`src/rtl/symsync_timing_ctrl.sv`:
```
`timescale 1ns/1ps
`default_nettype none
// ============================================================================
// Module      : symsync_timing_ctrl
// Description : Symbol timing recovery: mod-1 NCO strobe/uk generator, Gardner
//               TED and shift-gain PI loop filter. Optional lock detector is
//               built when SYMSYNC_LOCK_DETECT_EN is defined.
// Revision    : 1.0 - initial release
// ============================================================================
module symsync_timing_ctrl #(
    parameter int SYM_WIDTH  = 1,
    parameter int INT_WIDTH  = 1,
    parameter int DEC_WIDTH  = 14,
    parameter int DATA_WIDTH = SYM_WIDTH + INT_WIDTH + DEC_WIDTH,
    parameter int W_NOM      = 2 ** (DEC_WIDTH - 1),
    parameter int KP_SHIFT   = 4,
    parameter int KI_SHIFT   = 8,
    parameter int LOCK_THR   = 2 ** (DEC_WIDTH - 4),
    parameter int LOCK_CNT   = 32
) (
    input  logic                         clk,
    input  logic                         rstn,
    input  logic                         sample_valid,
    input  logic                         interp_valid,
    input  logic signed [DATA_WIDTH-1:0] interpI,
    input  logic signed [DATA_WIDTH-1:0] interpQ,
    output logic                         data_ready,
    output logic        [DATA_WIDTH-1:0] uk,
    output logic                         sym_valid,
    output logic signed [DATA_WIDTH-1:0] symI,
    output logic signed [DATA_WIDTH-1:0] symQ,
    output logic signed [DATA_WIDTH-1:0] ted_err,
    output logic                         lock
);

    localparam int DW = DATA_WIDTH;
    localparam int PW = 2 * DATA_WIDTH + 2;

    localparam logic [0:0] PH_ON  = 1'b0;
    localparam logic [0:0] PH_MID = 1'b1;

    localparam logic        [DEC_WIDTH-1:0] C_ETA_MAX = '1;
    localparam logic        [DEC_WIDTH-1:0] C_W_NOM   = DEC_WIDTH'(W_NOM);
    localparam logic signed [PW-1:0]        C_E_MAX   = PW'((64'sd1 <<< (DW - 1)) - 64'sd1);
    localparam logic signed [PW-1:0]        C_E_MIN   = PW'(-(64'sd1 <<< (DW - 1)));
    localparam logic signed [DW:0]          C_LIM     = (DW + 1)'(64'sd1 <<< (DEC_WIDTH - 2));
    localparam logic signed [DW:0]          C_LIM_N   = -C_LIM;

    logic        [DEC_WIDTH-1:0] eta_q, eta_d, w_q, w_d;
    logic                        dr_q, dr_d;
    logic        [DW-1:0]        uk_q, uk_d;
    logic        [0:0]           phase_q, phase_d;
    logic                        first_q, first_d;
    logic signed [DW-1:0]        prevI_q, prevI_d, prevQ_q, prevQ_d;
    logic signed [DW-1:0]        midI_q, midI_d, midQ_q, midQ_d;
    logic                        symv_q, symv_d;
    logic signed [DW-1:0]        symI_q, symI_d, symQ_q, symQ_d;
    logic signed [DW-1:0]        ted_q, ted_d;
    logic                        ted_upd_q, ted_upd_d;
    logic signed [DW-1:0]        acc_q, acc_d;

    function automatic logic signed [DW:0] sat_lim(input logic signed [DW:0] x);
        if (x > C_LIM)   return C_LIM;
        if (x < C_LIM_N) return C_LIM_N;
        return x;
    endfunction

    // One guard bit: a negative t flags the modulo-1 underflow.
    logic signed [DEC_WIDTH:0] w_t;
    logic        [DW-1:0]      w_uk_next;
    assign w_t       = $signed({1'b0, eta_q}) - $signed({1'b0, w_q});
    assign w_uk_next = eta_q[DEC_WIDTH-1] ? DW'(C_ETA_MAX) : DW'({eta_q[DEC_WIDTH-2:0], 1'b0});

    logic signed [PW-1:0] w_mulI, w_mulQ, w_esh;
    logic signed [DW-1:0] w_e;
    logic                 w_ted_fire;
    assign w_mulI     = PW'(midI_q) * (PW'(interpI) - PW'(prevI_q));
    assign w_mulQ     = PW'(midQ_q) * (PW'(interpQ) - PW'(prevQ_q));
    assign w_esh      = (w_mulI + w_mulQ) >>> DEC_WIDTH;
    assign w_e        = (w_esh > C_E_MAX) ? DW'(C_E_MAX) :
                        (w_esh < C_E_MIN) ? DW'(C_E_MIN) : DW'(w_esh);
    assign w_ted_fire = interp_valid && (phase_q == PH_ON) && !first_q;

    logic signed [DW:0] w_acc_new, w_v, w_w_new;
    assign w_acc_new = sat_lim((DW + 1)'(acc_q) + (DW + 1)'(ted_q >>> KI_SHIFT));
    assign w_v       = sat_lim((DW + 1)'(ted_q >>> KP_SHIFT) + w_acc_new);
    assign w_w_new   = (DW + 1)'(W_NOM) + w_v;

    always_comb begin
        eta_d     = eta_q;
        w_d       = w_q;
        dr_d      = 1'b0;
        uk_d      = uk_q;
        phase_d   = phase_q;
        first_d   = first_q;
        prevI_d   = prevI_q;
        prevQ_d   = prevQ_q;
        midI_d    = midI_q;
        midQ_d    = midQ_q;
        symv_d    = 1'b0;
        symI_d    = symI_q;
        symQ_d    = symQ_q;
        ted_d     = ted_q;
        ted_upd_d = 1'b0;
        acc_d     = acc_q;

        if (sample_valid) begin
            eta_d = DEC_WIDTH'(w_t);
            if (w_t[DEC_WIDTH]) begin
                dr_d = 1'b1;
                uk_d = w_uk_next;
            end
        end

        // A W update in the same cycle as a sample only affects later samples.
        if (ted_upd_q) begin
            acc_d = DW'(w_acc_new);
            w_d   = DEC_WIDTH'(w_w_new);
        end

        if (interp_valid) begin
            phase_d = ~phase_q;
            if (phase_q == PH_ON) begin
                symv_d  = 1'b1;
                symI_d  = interpI;
                symQ_d  = interpQ;
                prevI_d = interpI;
                prevQ_d = interpQ;
                first_d = 1'b0;
                if (!first_q) begin
                    ted_d     = w_e;
                    ted_upd_d = 1'b1;
                end
            end else begin
                midI_d = interpI;
                midQ_d = interpQ;
            end
        end
    end

    always_ff @(posedge clk or negedge rstn) begin
        if (!rstn) begin
            eta_q     <= C_ETA_MAX;
            w_q       <= C_W_NOM;
            dr_q      <= 1'b0;
            uk_q      <= '0;
            phase_q   <= PH_ON;
            first_q   <= 1'b1;
            prevI_q   <= '0;
            prevQ_q   <= '0;
            midI_q    <= '0;
            midQ_q    <= '0;
            symv_q    <= 1'b0;
            symI_q    <= '0;
            symQ_q    <= '0;
            ted_q     <= '0;
            ted_upd_q <= 1'b0;
            acc_q     <= '0;
        end else begin
            eta_q     <= eta_d;
            w_q       <= w_d;
            dr_q      <= dr_d;
            uk_q      <= uk_d;
            phase_q   <= phase_d;
            first_q   <= first_d;
            prevI_q   <= prevI_d;
            prevQ_q   <= prevQ_d;
            midI_q    <= midI_d;
            midQ_q    <= midQ_d;
            symv_q    <= symv_d;
            symI_q    <= symI_d;
            symQ_q    <= symQ_d;
            ted_q     <= ted_d;
            ted_upd_q <= ted_upd_d;
            acc_q     <= acc_d;
        end
    end

`ifdef SYMSYNC_LOCK_DETECT_EN
    localparam int CW = $clog2(LOCK_CNT + 1);
    localparam logic signed [DW-1:0] C_THR = DW'(LOCK_THR);

    logic [CW-1:0] lock_cnt_q, lock_cnt_d;
    logic          lock_q, lock_d;
    logic          w_in_thr;
    assign w_in_thr = (w_e < C_THR) && (w_e > -C_THR);

    always_comb begin
        lock_cnt_d = lock_cnt_q;
        lock_d     = lock_q;
        if (w_ted_fire) begin
            if (!w_in_thr)
                lock_cnt_d = '0;
            else if (lock_cnt_q != CW'(LOCK_CNT))
                lock_cnt_d = lock_cnt_q + CW'(1);
            lock_d = (lock_cnt_d == CW'(LOCK_CNT));
        end
    end

    always_ff @(posedge clk or negedge rstn) begin
        if (!rstn) begin
            lock_cnt_q <= '0;
            lock_q     <= 1'b0;
        end else begin
            lock_cnt_q <= lock_cnt_d;
            lock_q     <= lock_d;
        end
    end

    assign lock = lock_q;
`else
    logic unused_lock_cfg;
    assign unused_lock_cfg = ^{LOCK_THR, LOCK_CNT, w_ted_fire};
    assign lock            = 1'b0;
`endif

    assign data_ready = dr_q;
    assign uk         = uk_q;
    assign sym_valid  = symv_q;
    assign symI       = symI_q;
    assign symQ       = symQ_q;
    assign ted_err    = ted_q;

endmodule
`default_nettype wire

```
`config.mk`:
```
export PLATFORM = sky130hd
export DESIGN_NAME = symsync_timing_ctrl
export DESIGN_NICKNAME = d
export VERILOG_FILES = /design/src/rtl/symsync_timing_ctrl.sv
export SDC_FILE = /design/constraint.sdc
export NUM_CORES = 2
export LEC_CHECK = 0
export ABC_AREA = 0
export CORE_UTILIZATION = 60
export CTS_CLUSTER_DIAMETER = 100
export DETAILED_ROUTE_END_ITERATION = 10
export PLACE_DENSITY = 0.78
export SLEW_MARGIN = 20
export SYNTH_ARGS = -nofsm -noshare
export SYNTH_HDL_FRONTEND = slang
export SYNTH_SLANG_ARGS = --single-unit
```
`constraint.sdc`:
```
create_clock -name clk -period 13 [get_ports clk]
set_clock_uncertainty 0.1 [all_clocks]
set_input_delay 2.6 -clock clk [delete_from_list [all_inputs] [get_ports clk]]
set_output_delay 2.6 -clock clk [all_outputs]
set_load 0.02 [all_outputs]
```
==> metrics <==
Max Root-Sink Buffers 2; slew margin rel. 0.319; status finished clean; top cells by area, synth fa_1 (38%), dfrtp_1 (9.9%), ha_1 (9.6%); Placed Cells approximately 4300; Final Max Tran Viols 0; Non-Filler Instances about 4300; CP max stage delay 0.57 ns; Critical Path Fanout Max 15; DR WL/cell approximately 18 µm; Main synth FF type dfrtp_1; GR Overflow Total 0; netlist area before placement ~0.032 mm²; dpl cell area ~0.034 mm²; DRC errors left 0; CP Capture Type register; number of routed nets with antenna violations 0; placed wire-length estimate 65.5 mm; die width ~230 µm; cts bufs inserted 17; top-count cell post-synth inv_1; Seq/Total Area, Yosys 0.113; adder-cell share of the synthesized area 0.472; Setup crit start kind primary input; # hold bufs at CTS 0; Hold Path End first_q; first-pass GRT wire length approximately 130 mm; Fin. Hold Viols 0; synthesis warning total 0; Async SR Flop Fraction 1.00; Final Critical Period ~13 ns; crit path DAT 12.83 ns; Slowest-stage cell, CP fa_1; gpl congestion between 0.9 and 1; Synth Area in Simple Gates 0.167; root buffer cell clkbuf_16; CTS tree yes; Via Count between 20000 and 25000; Die Y roughly 230 µm; Synth Area in Compound Gates 0.0863; # clock sinks ~140; Iter 0 DRT Violations approximately 2200; initial antenna violation count 1; post-synth cell types a little under 80; post-synthesis mux area share 0.0201; most used cell along the critical path fa_1; cell count of the worst hold path 1; R2R depth 35; FF-to-FF Start symQ[1]; area delta synth->final 8.51%; Synth area leader fa_1; Clock Latency Late Sink 0.50 ns; total core area approximately 0.053 mm²; total global-route track usage 0.314; WP data required roughly 13 ns; H-tree levels 4; Clock transition at path regs 0.07 ns; r2r setup slk 2.65 ns; largest net degree at the start of global routing 74; number of max-cap violations 0; post-synthesis sequential element count between 100 and 150; FP Rows 84; worst slew pin tran 1.02 ns; main combinational cell family by area after synthesis adder cells; # port buffers 99; Final nets around 4500; final setup fails 0; Filler cells 4176; Hold WC Path Type reg -> reg; Post-synth EDFFs 0; post-route cell area 0.0347 mm²; vias in the first global route roughly 25000; Max Clock Freq roughly 0.08 GHz; WS Path Type in -> reg; HP Start first_q; Synth top cells by count inv_1 (782), fa_1 (599), nand2_1 (296); part of the cycle the worst path needs 0.962; Initial Utilization 0.608; Total Routed Length 79.2 mm; layout cell share with drive strength beyond 1 0.0744; cells after synthesis around 3500; via density per instance about 5.6; Die ar. between 0.05 and 0.06 mm²; synthesized area per cell approximately 9.0 µm²; xor/xnor share of the synthesized area 0.0282; DR pass1 iterations 6; share of the synthesized area in the top cell type 0.375; I/O Pins around 100; worst r2r dst ted_err[2]
## final cells by class
| class | instances | area, µm² | share of cell area |
|---|---|---|---|
| antenna | 1 | 2.50 | 0.0000722 |
| clock buffer | 17 | 425 | 0.0123 |
| clock inverter | 15 | 150 | 0.00433 |
| inverter | 784 | 2940 | 0.0849 |
| multi-input combinational | 2433 | 24800 | 0.716 |
| sequential | 143 | 3600 | 0.104 |
| tap | 688 | 861 | 0.0248 |
| timing repair buffer | 212 | 1850 | 0.0535 |
## layer usage
| layer | wire [µm] | global-route usage |
|---|---|---|
| met1 | 35300 | 0.450 |
| met2 | 35600 | 0.485 |
| met5 | 13 | 0 |
| met4 | 2540 | 0.112 |
| met3 | 5790 | 0.0504 |
## how the worst max path moves through the flow
| stage | startpoint | to | slack [ns] | cells past startpoint |
|---|---|---|---|---|
| after detailed placement | interpQ[0] | ted_err[2] | -0.27 | 41 |
| final | interpQ[0] | ted_err[2] | 0.49 | 41 |
| after global placement | interpI[0] | ted_err[3] | -0.12 | 41 |
| after floorplan | interpQ[0] | ted_err[5] | 0.68 | 38 |
| after CTS | interpQ[0] | ted_err[2] | 0.06 | 41 |
| after global routing | interpI[0] | ted_err[2] | -0.01 | 39 |
## critical path, delay by kind of cell
family                   cells  cell delay [ns]
buffers and inverters        9             1.32
adder cells (fa/ha/maj)     11             4.65
AND/OR/NAND/NOR              6             1.28
XOR/XNOR                     1             0.17
AO/OA/AOI/OAI               14             2.77
## cell families (layout without fill, tap and decap cells)
family                   count (synthesis)  in the layout
AND/OR/NAND/NOR                       1033           1033
buffers and inverters                  959           1028
adder cells (fa/ha/maj)                845            845
AO/OA/AOI/OAI                          392            392
flip-flops                             143            143
XOR/XNOR                               103            103
multiplexers                            57             57
other                                    1              4
## metrics by stage
step	setup TNS (ns)	hold WS, ns	utilization	setup WS, ns
after floorplan	0	0.362	-	0.681
after global placement	-1.73	0.375	0.647	-0.118
after detailed placement	-3.85	0.382	0.647	-0.273
after CTS	0	0.395	0.658	0.0623
after global routing	-0.0285	0.409	0.660	-0.0150
final	0	0.399	0.660	0.493
## registers in the layout, indices dropped and copies added (netlist names), 14 cells and up
register	count
acc_q	16
eta_q	14
midI_q	16
midQ_q	16
symI	16
symQ	16
ted_err	16
uk	14
w_q	14
## cell usage in the layout (no fill, tap or decap), types with 15 or more instances in the layout
cell type	Yosys	layout
a221o_1	15	15
o21ai_0	93	92
nor2_1	113	112
xnor2_1	68	68
dfstp_2	16	16
buf_4	4	112
nor2b_1	89	88
o211ai_1	26	26
nand2b_1	33	33
fa_1	599	598
a21oi_1	70	69
nand4_1	27	27
and3_1	27	26
xor2_1	35	35
dfrtp_1	127	127
nor3_1	32	32
clkbuf_16	0	17
clkdlybuf4s50_1	0	98
nor3b_1	24	24
and2_1	226	226
ha_1	246	246
nand3_1	120	119
mux2_2	57	57
a31oi_1	18	17
nand2_1	296	296
inv_1	782	782
a21o_1	28	28
## timing repair
action	CTS	global route
setup buffers	0	1
resized for setup	0	17
setup endpoints to repair	0	16
Power is left out: the tool's default activity adds up to more than one toggle a clock period on the data nets, which glitch-free logic cannot reach.
